$ cat config.mk
export PLATFORM = sky130hd
export DESIGN_NAME = ttl_138_cs_sequencer
export DESIGN_NICKNAME = d
export VERILOG_FILES = /design/src/rtl/ttl_138_cs_sequencer.sv
export SDC_FILE = /design/constraint.sdc
export NUM_CORES = 1
export LEC_CHECK = 0
export CAP_MARGIN = 25
export CORE_MARGIN = 1
export CORE_UTILIZATION = 45
export DETAILED_ROUTE_END_ITERATION = 10
export PLACE_DENSITY = 0.86
export SETUP_SLACK_MARGIN = 0.4
export SLEW_MARGIN = 20
export SYNTH_ARGS = -nofsm -noshare
export SYNTH_HDL_FRONTEND = slang
export SYNTH_SLANG_ARGS = --single-unit
$ cat constraint.sdc
create_clock -name clk -period 2.73 [get_ports clk]
set_clock_uncertainty 0.2 [all_clocks]
set_input_delay 0.273 -clock clk [delete_from_list [all_inputs] [get_ports clk]]
set_output_delay 0.273 -clock clk [all_outputs]
set_load 0.05 [all_outputs]
$ cat src/rtl/ttl_138_cs_sequencer.sv
// Chip-select sequencer and two-way arbiter driving a 74138-style 3-to-8 decoder.
// Two requesters share the decoder. The sequencer drives select and enables with
// programmable address setup, strobe width per region and hold, then pulses an ack
// back to the requester that owned the transaction.
module ttl_138_cs_sequencer #(
  parameter int unsigned SETUP_CYC  = 1,
  parameter int unsigned HOLD_CYC   = 1,
  parameter logic [23:0] WAIT_TABLE = 24'h000000,
  parameter int unsigned CNT_W      = 4
) (
  input  logic       clk,
  input  logic       rst,
  input  logic       req0,
  input  logic [2:0] sel0,
  output logic       ack0,
  input  logic       req1,
  input  logic [2:0] sel1,
  output logic       ack1,
  output logic       dec_g1,
  output logic       dec_g2a_n,
  output logic       dec_g2b_n,
  output logic [2:0] dec_a,
  output logic       grant_id,
  output logic       busy
);

  typedef enum logic [1:0] {
    IDLE   = 2'd0,
    SETUP  = 2'd1,
    STROBE = 2'd2,
    HOLD   = 2'd3
  } state_t;

  // Counter reload values: each counts down to zero on the last cycle of its phase.
  localparam logic [CNT_W-1:0] SETUP_LOAD = CNT_W'((SETUP_CYC > 0) ? SETUP_CYC - 1 : 0);
  localparam logic [CNT_W-1:0] HOLD_LOAD  = CNT_W'((HOLD_CYC > 1) ? HOLD_CYC - 1 : 0);

  state_t           state;
  logic [CNT_W-1:0] cnt;
  logic             last_grant;
  logic             win;
  logic [2:0]       win_sel;

  // Strobe reload for a region: its 3-bit wait field (strobe lasts field+1 cycles).
  function automatic logic [CNT_W-1:0] strobe_load(input logic [2:0] region);
    logic [2:0] field;
    field = 3'd0;
    for (int r = 0; r < 8; r++) begin
      if (region == 3'(r)) field = WAIT_TABLE[3*r +: 3];
    end
    return CNT_W'(field);
  endfunction

  // Arbitration: a lone request wins; on contention the requester not served last wins.
  always_comb begin
    win     = 1'b0;
    win_sel = sel0;
    if (req0 && req1) begin
      win = ~last_grant;
    end else begin
      win = req1;
    end
    if (win) win_sel = sel1;
  end

  // Sequencer FSM with registered decoder controls, ack pulses and status.
  always_ff @(posedge clk) begin
    if (rst) begin
      state      <= IDLE;
      cnt        <= '0;
      last_grant <= 1'b1;
      grant_id   <= 1'b0;
      busy       <= 1'b0;
      dec_g1     <= 1'b0;
      dec_g2a_n  <= 1'b1;
      dec_g2b_n  <= 1'b1;
      dec_a      <= 3'd0;
      ack0       <= 1'b0;
      ack1       <= 1'b0;
    end else begin
      ack0 <= 1'b0;
      ack1 <= 1'b0;
      case (state)
        IDLE: begin
          if (req0 || req1) begin
            grant_id   <= win;
            last_grant <= win;
            dec_a      <= win_sel;
            busy       <= 1'b1;
            dec_g1     <= 1'b1;
            if (SETUP_CYC > 0) begin
              state <= SETUP;
              cnt   <= SETUP_LOAD;
            end else begin
              state     <= STROBE;
              cnt       <= strobe_load(win_sel);
              dec_g2a_n <= 1'b0;
              dec_g2b_n <= 1'b0;
            end
          end
        end
        SETUP: begin
          if (cnt == '0) begin
            state     <= STROBE;
            cnt       <= strobe_load(dec_a);
            dec_g2a_n <= 1'b0;
            dec_g2b_n <= 1'b0;
          end else begin
            cnt <= cnt - CNT_W'(1);
          end
        end
        STROBE: begin
          if (cnt == '0) begin
            state     <= HOLD;
            cnt       <= HOLD_LOAD;
            dec_g2a_n <= 1'b1;
            dec_g2b_n <= 1'b1;
            // Single-cycle hold: the first hold cycle is also the ack cycle.
            if (HOLD_LOAD == '0) begin
              ack0 <= ~grant_id;
              ack1 <= grant_id;
            end
          end else begin
            cnt <= cnt - CNT_W'(1);
          end
        end
        HOLD: begin
          if (cnt == '0) begin
            state  <= IDLE;
            busy   <= 1'b0;
            dec_g1 <= 1'b0;
          end else begin
            cnt <= cnt - CNT_W'(1);
            if (cnt == CNT_W'(1)) begin
              ack0 <= ~grant_id;
              ack1 <= grant_id;
            end
          end
        end
        default: begin
          state <= IDLE;
        end
      endcase
    end
  end

endmodule

# == Word-level counts from Yosys, hierarchy flattened ==
# Index checks and enable logic that the tools add are counted.
# Widths: inputs -> output; s select.
# totals
ff_bits,15
input_bits,10
output_inout_bits,10
word_cells,57
# classes
add_sub_neg,1
eq_ne,9
mux,24
bitwise_logic,2
reduce_logical,12
# op_table
cell,n
$mux 4,3
$pmux 4 s3,1
$mux 1,10
$ne 2x2->1 const B,5
$mux 2,4
$pmux 1 s2,4
$pmux 2 s4,1
$reduce_and 3->1,2
$eq 2x2->1 const B,2
$eq 4x1->1 const B,1
$logic_not 4->1,1
$reduce_and 2->1,2
$reduce_and 4->1,1
$reduce_bool 2->1,2
$sub 4x1->4 const B,1
$mux 3,1
$eq 2x1->1 const B,1
$logic_not 2->1,1
$not 1->1,2
$reduce_or 2->1,1
$logic_and 1x1->1,1
$logic_or 1x1->1,1

# == Logic depth before layout (Yosys ltp) ==
# Gate-level depths: netlist of the first run.
# logic_depth
word_depth,4
ltp_mapped,6
depth_no_buf,5

# == Least setup slack after synthesis of the first run ==
# No wires, ideal clock.
# synth_path
kind,reg-to-reg
start,register state[0]
end,register busy
setup_time_ps,59
arrival_time_ps,1325
required_ps,2471
slack_ps,1146
stages_incl_launch_ff,7
path_buffers,1
synth_period_minus_slack_ps,1584
cell_sequence,dfxtp_1 > inv_1 > ha_1 > buf_4 > or3b_4 > a31oi_1 > o21a_1
# synth_via
elab_chain_cells,3
word_cells_on_any_way,7
cone_classes,eq/ne (3); mux (1); reduce/logical (3)
# synth_lines
item,line,text
"start, declared",38,state_t state;
"start signal, assigned",69,state <= IDLE;
"start signal, assigned",92,state <= SETUP;
"start signal, assigned",95,state <= STROBE;
$eq 2x2->1 or $logic_not 2->1 (tied branches),83,case (state)
$ne 2x2->1 (no line) or $reduce_bool 2->1 (tied branches),n/a,
$reduce_and 3->1 (no line),n/a,
"end signal, assigned",73,busy <= 1'b0;
"end signal, assigned",89,busy <= 1'b1;
"end signal, assigned",130,busy <= 1'b0;
"end, declared",24,output logic busy
# Several ways; a longest one is shown, not always the timed one.
# A chain may end at the register's enable or synchronous reset.

# == Worst setup path in the final report of the first run ==
# layout_path
start,register grant_id
end,output port grant_id
# layout_lines
item,line,text
"start, declared",23,"output logic grant_id,"
"start signal, assigned",86,grant_id <= win;
# No word-level cell between the ends.

==> results of run 1 <==
-- through the flow --
stage	cell area, sq um	cells	total power [uW]
after floorplan	821	86	686
after global placement	1010	126	791
after detailed placement	1010	126	808
after CTS	1040	130	935
after global routing	1040	130	989
final	1040	130	928
-- layer usage --
metal | global-route usage | up-vias
met4 | 0.109 | 0
met3 | 0.0600 | 2
met1 | 0.203 | 332
met2 | 0.324 | 38
li1 | - | 353
met5 | 0 | -
-- path summary, 6_finish.rpt --
path	from	end	depth (start not counted)
worst min register to register	grant_id	ack0	1
worst max register to register	state[0]	cnt[0]	5
worst min-delay path	grant_id	ack0	1
worst max-delay path	grant_id	grant_id	1
-- where the power goes --
part | internal (uW) | switching [uW] | total (uW)
Clock | 56.9 | 68.7 | 126
Combinational | 188 | 311 | 499
Sequential | 268 | 35.1 | 303
Total | 513 | 415 | 928
-- cell type report --
| class | count | share of cell area |
|---|---|---|
| clock buffers | 4 | 0.0252 |
| inverters | 5 | 0.0180 |
| multi-input cells | 62 | 0.456 |
| flip-flops and latches | 15 | 0.288 |
| well taps | 25 | 0.0300 |
| repair buffers | 19 | 0.183 |
-- synth_stat cells (all sizes together), types with 2 or more instances --
| cell | n | share of area |
|---|---|---|
| a21oi | 5 | 0.030 |
| nand3 | 2 | 0.012 |
| buf | 4 | 0.034 |
| o21a | 2 | 0.018 |
| dfxtp | 15 | 0.37 |
| a211oi | 4 | 0.037 |
| nor2 | 6 | 0.027 |
| nand2b | 3 | 0.023 |
| mux2i | 4 | 0.049 |
| o21ai | 3 | 0.023 |
| inv | 5 | 0.023 |
| nand2 | 3 | 0.014 |
| nor3 | 2 | 0.012 |
| a31oi | 4 | 0.030 |
| or2 | 2 | 0.015 |
| nor3b | 3 | 0.041 |
| or3b | 2 | 0.024 |
| ha | 6 | 0.091 |
-- sequential cells by signal, summed over array words and instances (netlist names) --
name	count
grant_id	1
busy	1
dec_a	3
state	2
cnt	4
dec_g2b_n	1
ack0	1
ack1	1
last_grant	1
-- kinds of logic (layout without fill, tap and decap cells) --
kind of cell    after synthesis  in the layout  synth area share
simple gates                 27             27             0.204
mux                           4              4            0.0488
flops                        15             15             0.366
buf+inv                       9             28            0.0564
fa+ha+maj                     6              6            0.0915
compound gates               25             25             0.233
==> summary.md, run 1 <==
| Metric | Value |
|---|---|
| Status | completed |
| Largest net degree at the start of global routing | 18 |
| Clock root cell | clkbuf_4 |
| Post-synth ARST share | 0 |
| Fin. Hold Viols | 0 |
| Cells after Synth | 86 |
| Vias in the first global route | 642 |
| Max Fanout on Critical Path | 4 |
| Chip height | 44.7 um |
| Final setup vio count | 0 |
| Die X | 44.7 um |
| First-pass GRT wire length | 2.66 mm |
| Post-layout util | 0.603 |
| Setup crit start kind | flip-flop |
| Syn. warnings | 0 |
| DRT antenna net count | 0 |
| Post-synth EDFFs | 0 |
| CTS sink cnt | 15 |
| Share of cells above drive strength 1 | 0.0952 |
| Max incr delay on CP | 0.82 ns |
| Min Hold Slack | 0.281 ns |
| Layout Nets | 122 |
| Unique cell type count in the Yosys netlist | 34 |
| Diode count | 0 |
| R2r setup slk | 0.91 ns |
| Pleak | 0.000393 uW |
| IO Count | 20 |
| Max cap viols | 0 |
| Met3 routed WL | 141 um |
| Dominant synthesized flop cell | dfxtp_1 |
| Type of the worst setup path | flip-flop to output port |
| Setup bufs post-CTS | 0 |
| Met1 wire length | 684 um |
| Antenna violations before repair | 0 |
| CP top delay family | buffers and inverters |
| Synthesized cell area | 821 sq um |
| Commonest non-fill, non-tap cells in the layout | 19 x clkdlybuf4s50_1, 15 x dfxtp_1, 6 x nor2_1, 6 x ha_1 |
| DR top layer | met4 |
| Met2 WL | 841 um |
| Post-route setup slack | 0.779 ns |
| Sequential share of the synthesized area | 0.366 |
| #FFs+latches synth | 15 |
| Total gr overflow | 0 |
| Vias | 725 |
| First-pass DRT Iterations | 6 |
| RePlAce Congestion | 0.799 |
| Clk_lat worst skew | 0.29 ns |
| Syn Nets | 102 |
| CTS H-tree depth | 1 |
| Area taken by multi-input logic gates | 474 sq um |
| Peak VDD IR | 564 uV |
| Worst Path Required | 2.26 ns |
| Commonest non-fill, non-tap cell in the layout | clkdlybuf4s50_1 |
| Crit share post-route | 0.715 |
| Avg WL per Cell | 13.0 um |
| Final slew viol count | 0 |
| RSZ-0062 raised after global routing | false |
| CTS Hold Bufs | 0 |
| Die ar. | 0.00200 sq mm |
| Dpl ws | 0.819 ns |
| Resized Gates After CTS | 0 |
| CP arrival | 1.48 ns |
| Critical path endpoint category | output port |
| Num CTS Buffers | 3 |
| Setup TNS | 0 ns |
| Clock Path Buffers | 2 |
| Buffers and inverters on the worst path | 1 |
| Std cell rows | 15 |
| Initial Util | 0.475 |
| Syn avg cell area | 9.54 sq um |
| Drt drc | 0 |
| Sequential Area | 300 sq um |
| Core area | 0.00173 sq mm |
| Number of port buffers | 19 |
| Layout area overhead | 26.8% |
| Fin crit period | 1.95 ns |
| Clk pin slew, worst setup/hold paths | 0.08 ns |
| CTS tree | done |
| DR iter-0 viols | 23 |
| Dpl hpwl | 1.26 mm |
| Fill count | 159 |
| Slew HR | 0.606 |
| Total GRT Usage | 0.188 |
| Fmax | 0.513 GHz |
| DRT Wirelength | 1.69 mm |
| Critical-path cell list | clkdlybuf4s50_1 |
| Hold Crit Class | flip-flop to flip-flop |
| Slew at the pin closest to its max-slew limit | 0.589 ns |
| Worst path slowest cell | clkdlybuf4s50_1 |
| DR vias/cell | 5.58 |
| Power Density | 892 mW/mm^2 |
Power figures use the tool's default switching activity.
==> inputs of run 2 (changes only) <==
Clock period 2.73 ns to 1.9 ns, I/O delays scaled along.
==> run 2 against run 1 <==
Effect of this change: cell area grew 21%; final cell count grew 11%; clock power rose by 48%; via count grew 13%; core utilization increased by 13 points; critical path type is now flip-flop to flip-flop; largest cell class unchanged; highest routed layer unchanged.
==> summary.md, run 2 (synthesis results as in run 1) <==
| Metric | Value |
|---|---|
| Max cap viols | 0 (unchanged) |
| DR iter-0 viols | 26 (+13%) |
| Hold Crit Class | flip-flop to flip-flop |
| Layout Nets | 136 (+11%) |
| Fin. Hold Viols | 0 (unchanged) |
| Critical path endpoint category | flip-flop |
| Total GRT Usage | 0.225 (+0.0370) |
| First-pass DRT Iterations | 4 (-2) |
| Core area | 0.00173 sq mm (unchanged) |
| DRT Wirelength | 2.24 mm (+32%) |
| Sequential Power Share | 0.280 (-0.047) |
| RSZ-0062 raised after global routing | true |
| Biggest register | cnt |
| Commonest non-fill, non-tap cell in the layout | buf_4 |
| Fin crit period | 1.62 ns |
| Setup TNS | 0 ns (unchanged) |
| Diode count | 0 (unchanged) |
| Crit share post-route | 0.851 |
| Status | completed |
| Avg WL per Cell | 15.6 um (+20%) |
| Drt drc | 0 (unchanged) |
| Vias in the first global route | 741 (+15%) |
| Max Fanout on Critical Path | 6 (+2) |
| Power Density | 1300 mW/mm^2 (+46%) |
| Clk pin slew, worst setup/hold paths | 0.09 ns (about the same) |
| Slew at the pin closest to its max-slew limit | 0.370 ns (-0.219 ns) |
| Type of the worst setup path | flip-flop to flip-flop |
| P_sw | 734 uW (+77%) |
| CTS Hold Bufs | 0 (unchanged) |
| Largest register FFs | 4 (unchanged) |
| CTS sink cnt | 15 (unchanged) |
| Total gr overflow | 0 (unchanged) |
| Initial Util | 0.475 (unchanged) |
| Chip height | 44.7 um (unchanged) |
| Worst Path Required | 1.88 ns (-0.38 ns) |
| Slew HR | 0.753 (+0.147) |
| Min Hold Slack | 0.289 ns (+0.00772 ns) |
| Setup crit start kind | flip-flop |
| Layout area overhead | 53.8% |
| DP Area | 0.00107 sq mm (+5.9%) |
| Dpl hpwl | 1.29 mm (+2.1%) |
| Commonest non-fill, non-tap cells in the layout | 15 x buf_4, 11 x dfxtp_1, 9 x clkdlybuf4s50_1, 6 x nor2_1, 6 x clkdlybuf4s15_2 |
| Peak VDD IR | 875 uV (+55%) |
| Std cell rows | 15 (unchanged) |
| Clk_lat worst skew | 0.29 ns (about the same) |
| DRT antenna net count | 0 (unchanged) |
| Clock share of power | 0.113 (-0.022) |
| Fill count | 127 (-20%) |
| Die X | 44.7 um (unchanged) |
| Power share of the combinational group | 0.606 (+0.068) |
| DR vias/cell | 5.68 (+1.9%) |
| Largest net degree at the start of global routing | 14 (-4) |
| Clock Path Buffers | 2 (unchanged) |
| Share of cells above drive strength 1 | 0.462 (+0.367) |
| Sw Ratio | 0.446 (-0.00117) |
| Antenna violations before repair | 0 (unchanged) |
| Die ar. | 0.00200 sq mm (unchanged) |
| Final setup vio count | 0 (unchanged) |
| Int Power | 912 uW (+78%) |
| Num CTS Buffers | 3 (unchanged) |
| Clock root cell | clkbuf_4 |
| CTS tree | done |
| Post-route cell area | 0.00126 sq mm (+21%) |
| IO Count | 20 (unchanged) |
| First-pass GRT wire length | 3.31 mm (+24%) |
| Vias | 818 (+13%) |
| CTS H-tree depth | 1 (unchanged) |
| RePlAce Congestion | 0.743 (-7.1%) |
| CP arrival | 1.60 ns (+0.12 ns) |
| Fmax | 0.618 GHz |
| Final slew viol count | 0 (unchanged) |
| Number of port buffers | 19 (unchanged) |
| Largest regs | cnt: 4 flops, dec_a: 3 flops, state: 2 flops |
| Pleak | 0.000484 uW (+23%) |
run 2: cell types whose count changed in the layout (fill, tap and decap cells not counted), moves of 2 or more:
cell / change
dfxtp_4: +3
ha_1: -5
clkbuf_2: +3
ha_4: +4
a21oi_2: +4
inv_2: +2
a21oi_1: -4
dfxtp_1: -4
clkdlybuf4s50_1: -10
clkdlybuf4s15_2: +6
buf_4: +15
inv_1: -4
run 2: layer usage:
layer / vias to the layer above / track usage / share of wire
met5: - / 0 / 0
met4: 0 / 0.109 / 0.029
met3: 8 / 0.0400 / 0.043
met2: 36 / 0.374 / 0.50
met1: 392 / 0.283 / 0.43
li1: 382 / - / -
run 2: per-stage QoR:
stage                     setup WS (ns)   util  total power (uW)  instances
after floorplan                   0.373      -              1060         86
after global placement            0.207  0.622              1230        128
after detailed placement          0.176  0.622              1250        128
after CTS                         0.331  0.703              1520        139
after global routing              0.203  0.731              1730        144
final                             0.283  0.731              1650        144
run 2: final timing paths:
check        startpoint         to  slack (ns)  cells after the start
min            grant_id       ack0        0.29                      1
max reg2reg      cnt[0]  dec_g2b_n        0.28                      5
min reg2reg    grant_id       ack0        0.29                      1
max              cnt[0]  dec_g2b_n        0.28                      5
run 2: worst max-delay path, cell delays in order, from the launching register on:
cell and delay, ns:
dfxtp_4 0.36, inv_2 0.06, ha_4 0.13, nor3b_4 0.35, nand2_1 0.10, a221o_1 0.31
run 2: layout make-up:
class	count	area (sq um)	share of cell area
Multi-Input combinational cell	62	581	0.460
Sequential cell	15	313	0.248
Timing Repair Buffer	33	285	0.226
Tap cell	25	31.3	0.0248
Clock buffer	4	26.3	0.0208
Inverter	5	26.3	0.0208
run 2: timing repair:
| item | CTS | global route |
|---|---|---|
| pin swaps | 6 | 5 |
| setup endpoints to repair | 15 | 15 |
| buffers inserted | 7 | 5 |
| resized for setup | 37 | 12 |
run 2: power by group through the flow:
stage | clock network (uW) | logic (uW) | registers (uW)
6_report | 187 | 997 | 461
3_5_place_dp | 0 | 797 | 453
5_1_grt | 204 | 1050 | 472
3_3_place_gp | 0 | 777 | 448
4_1_cts | 190 | 869 | 465
2_1_floorplan | 0 | 458 | 606
==> inputs of run 3 (changes only) <==
Settings changed: CAP_MARGIN 25 to 40.
==> results of run 3 <==
The final DEF is identical to that of run 2; final timing and power are the same.
